<file path="src/rtl/rca_pkg.sv">
// Shared types and helpers for the multi-word ripple-carry sequencer.
package rca_pkg;

  typedef enum logic [1:0] {
    IDLE = 2'd0,
    RUN  = 2'd1,
    DONE = 2'd2
  } state_e;

  function automatic int idx_w(input int c);
    return (c <= 1) ? 1 : $clog2(c);
  endfunction

endpackage

</file>
<file path="src/rtl/rca_chunk_add.sv">
// Combinational N-bit ripple-carry chunk adder.
// Also exposes the carry into the top bit for overflow detection.
module rca_chunk_add #(
  parameter int N = 64
) (
  input  logic [N-1:0] x,
  input  logic [N-1:0] y,
  input  logic         ci,
  output logic [N-1:0] s,
  output logic         co,
  output logic         msb_cin
);

  logic [N:0] c;

  assign c[0] = ci;

  for (genvar i = 0; i < N; i++) begin : g_bit
    assign s[i]   = x[i] ^ y[i] ^ c[i];
    assign c[i+1] = (x[i] & y[i])
                  | (c[i] & (x[i] ^ y[i]));
  end

  assign co      = c[N];
  assign msb_cin = c[N-1];

endmodule

</file>
<file path="src/rtl/rca_multiword_seq.sv">
// W-bit adder sequenced over W/N cycles on one N-bit chunk adder.
// Optional signed overflow output: define RCA_MULTIWORD_SEQ_OVF_EN.
module rca_multiword_seq
  import rca_pkg::*;
#(
  parameter int W = 256,
  parameter int N = 64
) (
  input  logic         clk,
  input  logic         rst_n,
  input  logic         in_valid,
  output logic         in_ready,
  input  logic [W-1:0] a,
  input  logic [W-1:0] b,
  input  logic         cin,
  output logic         out_valid,
  input  logic         out_ready,
  output logic [W-1:0] sum,
  output logic         cout,
`ifdef RCA_MULTIWORD_SEQ_OVF_EN
  output logic         ovf,
`endif
  output logic         busy
);

  localparam int CHUNKS = W / N;
  localparam int IW     = idx_w(CHUNKS);

  state_e         state;
  state_e         nxt;
  logic [W-1:0]   a_reg;
  logic [W-1:0]   b_reg;
  logic           carry;
  logic [IW-1:0]  idx;
  logic [N-1:0]   x;
  logic [N-1:0]   y;
  logic [N-1:0]   s;
  logic           co;
  logic           last;
`ifdef RCA_MULTIWORD_SEQ_OVF_EN
  logic           mcin;
`endif

  assign last = (idx == IW'(CHUNKS - 1));

  // Mux the active chunk out of the operand registers.
  always_comb begin
    x = '0;
    y = '0;
    for (int i = 0; i < CHUNKS; i++) begin
      if (idx == IW'(i)) begin
        x = a_reg[i*N +: N];
        y = b_reg[i*N +: N];
      end
    end
  end

  rca_chunk_add #(.N(N)) u_add (
    .x       (x),
    .y       (y),
    .ci      (carry),
    .s       (s),
    .co      (co),
`ifdef RCA_MULTIWORD_SEQ_OVF_EN
    .msb_cin (mcin)
`else
    .msb_cin ()
`endif
  );

  always_ff @(posedge clk or negedge rst_n) begin
    if (!rst_n) state <= IDLE;
    else        state <= nxt;
  end

  always_comb begin
    nxt = state;
    case (state)
      IDLE:    if (in_valid)  nxt = RUN;
      RUN:     if (last)      nxt = DONE;
      DONE:    if (out_ready) nxt = IDLE;
      default: nxt = IDLE;
    endcase
  end

  assign in_ready  = (state == IDLE);
  assign out_valid = (state == DONE);
  assign busy      = (state == RUN) || (state == DONE);

  always_ff @(posedge clk or negedge rst_n) begin
    if (!rst_n) begin
      a_reg <= '0;
      b_reg <= '0;
      carry <= 1'b0;
      idx   <= '0;
      sum   <= '0;
      cout  <= 1'b0;
`ifdef RCA_MULTIWORD_SEQ_OVF_EN
      ovf   <= 1'b0;
`endif
    end else if (state == IDLE) begin
      if (in_valid) begin
        a_reg <= a;
        b_reg <= b;
        carry <= cin;
        idx   <= '0;
      end
    end else if (state == RUN) begin
      for (int i = 0; i < CHUNKS; i++) begin
        if (idx == IW'(i)) sum[i*N +: N] <= s;
      end
      carry <= co;
      // idx parks on the last chunk rather than wrapping.
      if (last) begin
        cout <= co;
`ifdef RCA_MULTIWORD_SEQ_OVF_EN
        ovf  <= mcin ^ co;
`endif
      end else begin
        idx <= idx + 1'b1;
      end
    end
  end

endmodule

</file>
<file path="config.mk">
export PLATFORM = sky130hd
export DESIGN_NAME = rca_multiword_seq
export DESIGN_NICKNAME = d
export VERILOG_FILES = /design/src/rtl/rca_pkg.sv /design/src/rtl/rca_chunk_add.sv /design/src/rtl/rca_multiword_seq.sv
export SDC_FILE = /design/constraint.sdc
export NUM_CORES = 2
export LEC_CHECK = 0
export CAP_MARGIN = 20
export CORE_AREA = 10 10 294 296
export DETAILED_ROUTE_END_ITERATION = 7
export DIE_AREA = 0 0 304 306
export PLACE_DENSITY = 0.72
export SLEW_MARGIN = 20
export SYNTH_ARGS = -nofsm -noshare
export SYNTH_HDL_FRONTEND = slang
export SYNTH_SLANG_ARGS = --single-unit
</file>
<file path="constraint.sdc">
create_clock -name clk -period 41.4 [get_ports clk]
set_input_delay 6.21 -clock clk [delete_from_list [all_inputs] [get_ports clk]]
set_output_delay 6.21 -clock clk [all_outputs]
set_load 0.02 [all_outputs]
</file>
Word-level counts from Yosys, hierarchy flattened. Index checks and enable logic that the tools add are counted.

Register bits after elaboration: 774. Input port bits: 517. Output and inout port bits: 260. Word-level logic and storage cells: 372.

Add/sub/neg operators: 1. Equal/unequal tests: 9. Multiplexer cells: 19. Bitwise gates (word level): 321. Reductions and logical operators: 12.

Operator list (number): 64-bit two-way mux (8); 1-bit AND (128); 1-bit XOR (128); 1-bit OR (64); 3-bit AND reduction (6); 2-bit two-way mux (7); 2-bit == test (second input constant) (3); 2-bit inequality test (second input constant) (3); 2-bit case mux with 3 select lines (1); 2-bit by 1-bit == test with 1-bit output (second input constant) (2); 2-bit zero test (2); 2-bit AND reduction (2); 1-bit two-way mux (3); 2-bit by 1-bit adder with 2-bit output (second input constant) (1); 2-bit by 1-bit inequality test with 1-bit output (second input constant) (1); 2-bit nonzero test (1); 1-bit logical OR (1); 1-bit inverter (1).

Logic depth before layout (Yosys ltp).
Depth in word-level cells: 136. Mapped depth: 78.

Modules after synthesis. Synthesis repeated with hierarchy kept, for this count alone.

Cell total of the unflattened synthesis: 2339. Area total of the unflattened synthesis: 33916.3 um2.

By module, submodules not included: rca_multiword_seq (instances 1, cells an instance 2265, area an instance 32597.5 um2, seq. area each 19368.6 um2); rca_chunk_add (instances 1, cells an instance 74, area an instance 1318.8 um2, seq. area each 0.0 um2).

Least setup slack after synthesis. No wires, ideal clock.

Path kind: reg2reg. Start: register idx[1]. End: register sum[127]. Setup time: 0.125 ns. Arrival: 30.485 ns. Required time: 41.275 ns. Setup slack: 10.790 ns. Cell stages (with the launch flop): 77. Buffers on the path: 3. Cells stage by stage: dfrtp_1 inv_1 ha_1 buf_6 buf_2 buf_2 a21oi_1 o21ai_0 a22oi_1 fa_1 fa_1 fa_1 fa_1 fa_1 fa_1 fa_1 fa_1 fa_1 [... 41 more ...] fa_1 fa_1 fa_1 fa_1 fa_1 fa_1 fa_1 fa_1 fa_1 fa_1 fa_1 fa_1 fa_1 fa_1 fa_1 inv_1 fa_1 mux2_2.

Longest elaborated chain between the ends: 133.

Ends and longest elaborated chain: start: declaration (RTL line rca_multiword_seq.sv:34) `logic [IW-1:0] idx;`; start signal: assignment (RTL line rca_multiword_seq.sv:120) `idx <= idx + 1'b1;`; 2-bit zero test (RTL line rca_multiword_seq.sv:51) `if (idx == IW'(i)) begin`; 64-bit two-way mux (4 in a row) (RTL line rca_multiword_seq.sv:51); 1-bit XOR (RTL line rca_chunk_add.sv:21) `| (c[i] & (x[i] ^ y[i]));`; 1-bit AND (RTL line rca_chunk_add.sv:21); 1-bit OR (RTL line rca_chunk_add.sv:21); 1-bit AND (RTL line rca_chunk_add.sv:21); 1-bit OR (RTL line rca_chunk_add.sv:21); 1-bit AND (RTL line rca_chunk_add.sv:21); [... 115 more ...]; 1-bit AND (RTL line rca_chunk_add.sv:21); 1-bit OR (RTL line rca_chunk_add.sv:21); 1-bit AND (RTL line rca_chunk_add.sv:21); 1-bit OR (RTL line rca_chunk_add.sv:21); 1-bit AND (RTL line rca_chunk_add.sv:21); 1-bit OR (RTL line rca_chunk_add.sv:21); 1-bit XOR * (RTL line rca_chunk_add.sv:19) `assign s[i] = x[i] ^ y[i] ^ c[i];`; via s[63] (RTL line rca_multiword_seq.sv:37) `logic [N-1:0] s;`; end signal: indexed assignment (RTL line rca_multiword_seq.sv:110) `if (idx == IW'(i)) sum[i*N +: N] <= s;`; end: declaration (RTL line rca_multiword_seq.sv:18) `output logic [W-1:0] sum,`.

Mark *: on every way through the listed nets, which the timed path passes. The rest lies on a longest branch. A chain may end at the register's enable or synchronous reset.

Worst setup path in the final report.
Start: register idx[1]. End: register sum[63].

Same word-level chain as after synthesis.

==> impl_metrics.py <==
metrics = {
    "worst_setup_path": {
        "cp.arrival_ns": 33.71,
        "cp-start-kind": "flip-flop",
        "worstPathRequired_ns": 41.91,
        "crit_path_frequent_cell": "fa_1",
        "critical_path.max_stage_delay_ns": 0.85,
        "endpoint_kind": "flip-flop",
        "worstPathMaxFanout": 96,
        "slowest_stage": "buf_4",
        "crit_family": "adder cells",
        "worst-path-buf-inv": 6,
        "criticalPathCategory": "reg -> reg",
    },
    "drt": {
        "drt_wl_total_mm": 123,
        "drc_errors": 0,
        "wl_per_cell_um": 26.3,
        "ant_nets": 0,
        "drt_iter0_drc": 1837,
        "drtPass1Iterations": 7,
        "dr_total_vias": 25100,
        "vias_per_cell": 5.37,
    },
    "global_routing": {
        "gr-total-overflow": 0,
        "grt_pass1_wl_mm": 177,
        "grtUsageTotal_pct": 25.4,
        "grt_start_max_net_pins": 203,
        "antenna_found_initial": 41,
        "grt_pass1_vias": 25700,
    },
    "cts": {
        "cts_buffers": 83,
        "root_buffer": "clkbuf_16",
        "tritoncts": "yes",
        "clockBufferDepth": 3,
        "clkLatencyLatePin_ns": 0.64,
        "hold_buffers": 0,
        "clk_pin_slew_ns": 0.06,
        "ctsResizeCount": 0,
        "postCtsSetupRepairBufs": 0,
        "cts.sinks": 774,
        "ctsHtreeMaxLevel": 3,
    },
    "sta": {
        "hold_viol": 0,
        "tightestPinTransition_ns": 1.26,
        "finalSetupViolCount": 0,
        "fin_ws_ns": 8.19,
        "maxSlewHeadroom_pct": 15.8,
        "maxSlewViolCount": 0,
        "tns_ns": 0,
        "fmax_mhz": 30.1,
        "grt_setup_unrepaired": "false",
        "period_minus_slack_ns": 33.21,
        "fin_crit_sh_pct": 80.2,
        "fin_skew_ns": 0.0234,
    },
    "logic_synthesis": {
        "ys_types": 28,
        "synth_largest_area_cell": "dfrtp_1",
        "ys.warnings.count": 0,
        "ys_top_cells_by_area": "dfrtp_1 (57%), mux2_2 (17%), o21ai_0 (5.3%)",
        "syn_area_per_cell_um2": 12.0,
        "synth_common_cells": "dfrtp_1 (774), mux2_2 (522), nand2_1 (361)",
        "syn_area_um2": 34100,
        "postSynth.asyncResetShare_pct": 100,
        "synth-seq-area-share_pct": 56.9,
        "synth_cells": 2832,
        "synth-edff-count": 0,
        "synth_top_flop_cell": "dfrtp_1",
        "synth.ff_latch_count": 774,
        "synth_top_area_share_pct": 56.9,
        "yosysMostFrequentCell": "dfrtp_1",
        "synthesis.nets": 3420,
    },
    "floorplan": {
        "initial_core_util_pct": 42.4,
        "std_cell_rows": 104,
        "die_h_um": 306,
        "io_pins": 777,
        "die_w_um": 304,
        "dieArea_um2": 93000,
        "core_um2": 80300,
    },
    "placement": {
        "place_ws_ns": 8.12,
        "gp_congestion": 0.917,
        "dpl.cell_count": 4489,
        "place_area_um2": 42200,
        "io_buffers": 776,
        "post-dp-hpwl_mm": 92.6,
    },
    "power": {
        "seqPwrFrac_pct": 29.3,
        "power_density_nw_per_um2": 99.6,
        "swShare_pct": 44.0,
        "p_clk_share_pct": 17.4,
        "p_int_mw": 2.52,
        "p_comb_share_pct": 53.3,
        "switching_power_mw": 1.98,
        "power_leakage_nw": 19.4,
        "ir_drop_uv": 64.1,
    },
    "layout": {
        "design_area_um2": 45200,
        "final_nets": 4104,
        "area_growth_pct": 32.7,
        "drive_gt1_share_pct": 19.6,
        "instances_no_fill": 4671,
    },
    "flow_run": {
        "max_cap_violations": 0,
    },
    "min_path": {
        "hold_path.class": "reg -> reg",
    },
    "status": {
        "outcome": "complete, no violations",
    },
}
[final timing paths]
path                            slack [ns]  depth (start not counted)                     end            startpoint
worst min register to register        0.48                          2    sum[141]$_DFFE_PN0P_  sum[141]$_DFFE_PN0P_
max in group asynchronous            32.85                          4    sum[154]$_DFFE_PN0P_                 rst_n
worst min-delay path                  0.48                          2    sum[141]$_DFFE_PN0P_  sum[141]$_DFFE_PN0P_
min in group asynchronous             5.58                          1  a_reg[174]$_DFFE_PN0P_                 rst_n
worst max-delay path                  8.19                         74     sum[63]$_DFFE_PN0P_    idx[1]$_DFFE_PN0P_
worst max register to register        8.19                         74     sum[63]$_DFFE_PN0P_    idx[1]$_DFFE_PN0P_
[power groups by stage]
stage               Combinational (mW)  Sequential [mW]  Clock, mW
finish                            2.40             1.32      0.783
global route                      2.57             1.36      0.824
CTS                               2.40             1.32      0.794
detailed placement                2.39             1.33          0
global placement                  2.34             1.31          0
floorplan                         1.21             1.39          0
[cell usage in the layout (no fill, tap or decap), types with 2 or more instances in the layout]
master | netlist | routed
nand2_1 | 361 | 360
clkbuf_8 | 0 | 24
diode_2 | 0 | 28
fa_1 | 64 | 64
clkdlybuf4s50_1 | 0 | 775
inv_6 | 0 | 3
buf_12 | 0 | 5
bufinv_16 | 0 | 7
mux2_2 | 522 | 522
a21oi_1 | 236 | 236
ha_4 | 0 | 4
a22o_1 | 3 | 3
nand2_4 | 0 | 2
a31oi_1 | 2 | 2
clkbuf_16 | 0 | 83
a221oi_1 | 2 | 2
clkbuf_1 | 83 | 14
a221o_1 | 17 | 17
buf_4 | 6 | 24
o31ai_1 | 2 | 2
clkinvlp_4 | 0 | 4
o21ai_0 | 358 | 358
mux2i_1 | 2 | 2
a22oi_1 | 124 | 124
nand2b_1 | 3 | 3
inv_16 | 0 | 4
nor2b_1 | 4 | 3
dfrtp_1 | 774 | 774
inv_1 | 135 | 135
nand3b_4 | 2 | 2
clkinv_2 | 0 | 12
ha_1 | 7 | 3
[layout make-up]
cell class / count / area, µm²
Multi-Input combinational cell: 1715 / 13000
Timing Repair Buffer: 807 / 8090
Tap cell: 1060 / 1330
Sequential cell: 774 / 19400
Clock inverter: 31 / 415
Antenna cell: 28 / 70.1
Fill cell: 6762 / 35100
Inverter: 135 / 507
Clock buffer: 121 / 2460
[per-layer routing]
layer | vias to the layer above | share of wire, % | GRT usage [%] | routed length (µm)
met5 | - | 0.15 | 0 | 190
met4 | 28 | 4.0 | 11.3 | 4880
met3 | 236 | 6.9 | 6.56 | 8470
met2 | 922 | 48 | 41.3 | 59000
met1 | 12700 | 41 | 31.7 | 50200
li1 | 11200 | - | - | -
[metrics by stage]
| step | hold WS (ns) | power (mW) | utilization, % |
|---|---|---|---|
| 6_report | 0.476 | 4.50 | 56.3 |
| 5_1_grt | 0.494 | 4.75 | 56.3 |
| 4_1_cts | 0.482 | 4.51 | 56.2 |
| 3_5_place_dp | 0.469 | 3.72 | 52.6 |
| 3_3_place_gp | 0.460 | 3.65 | 52.6 |
| 2_1_floorplan | 0.479 | 2.59 | - |
[cell families (layout without fill, tap and decap cells)]
family          count (synthesis)  after routing  share of synthesized area [%]
compound gates                746            746                           12.2
fa+ha+maj                      71             71                           4.02
buf+inv                       343           1094                           5.28
flops                         774            774                           56.9
mux                           524            524                           17.3
other cells                     0             28                              0
simple gates                  374            374                           4.29
[worst reg2reg max path: cells and delay by family (launching register included)]
family                   cells  cell delay, ns
adder cells (fa/ha/maj)     64           30.16
buffers and inverters        6            1.84
flip-flops                   1            0.46
AO/OA/AOI/OAI                3            0.39
multiplexers                 1            0.30
Power figures use the tool's default switching activity.
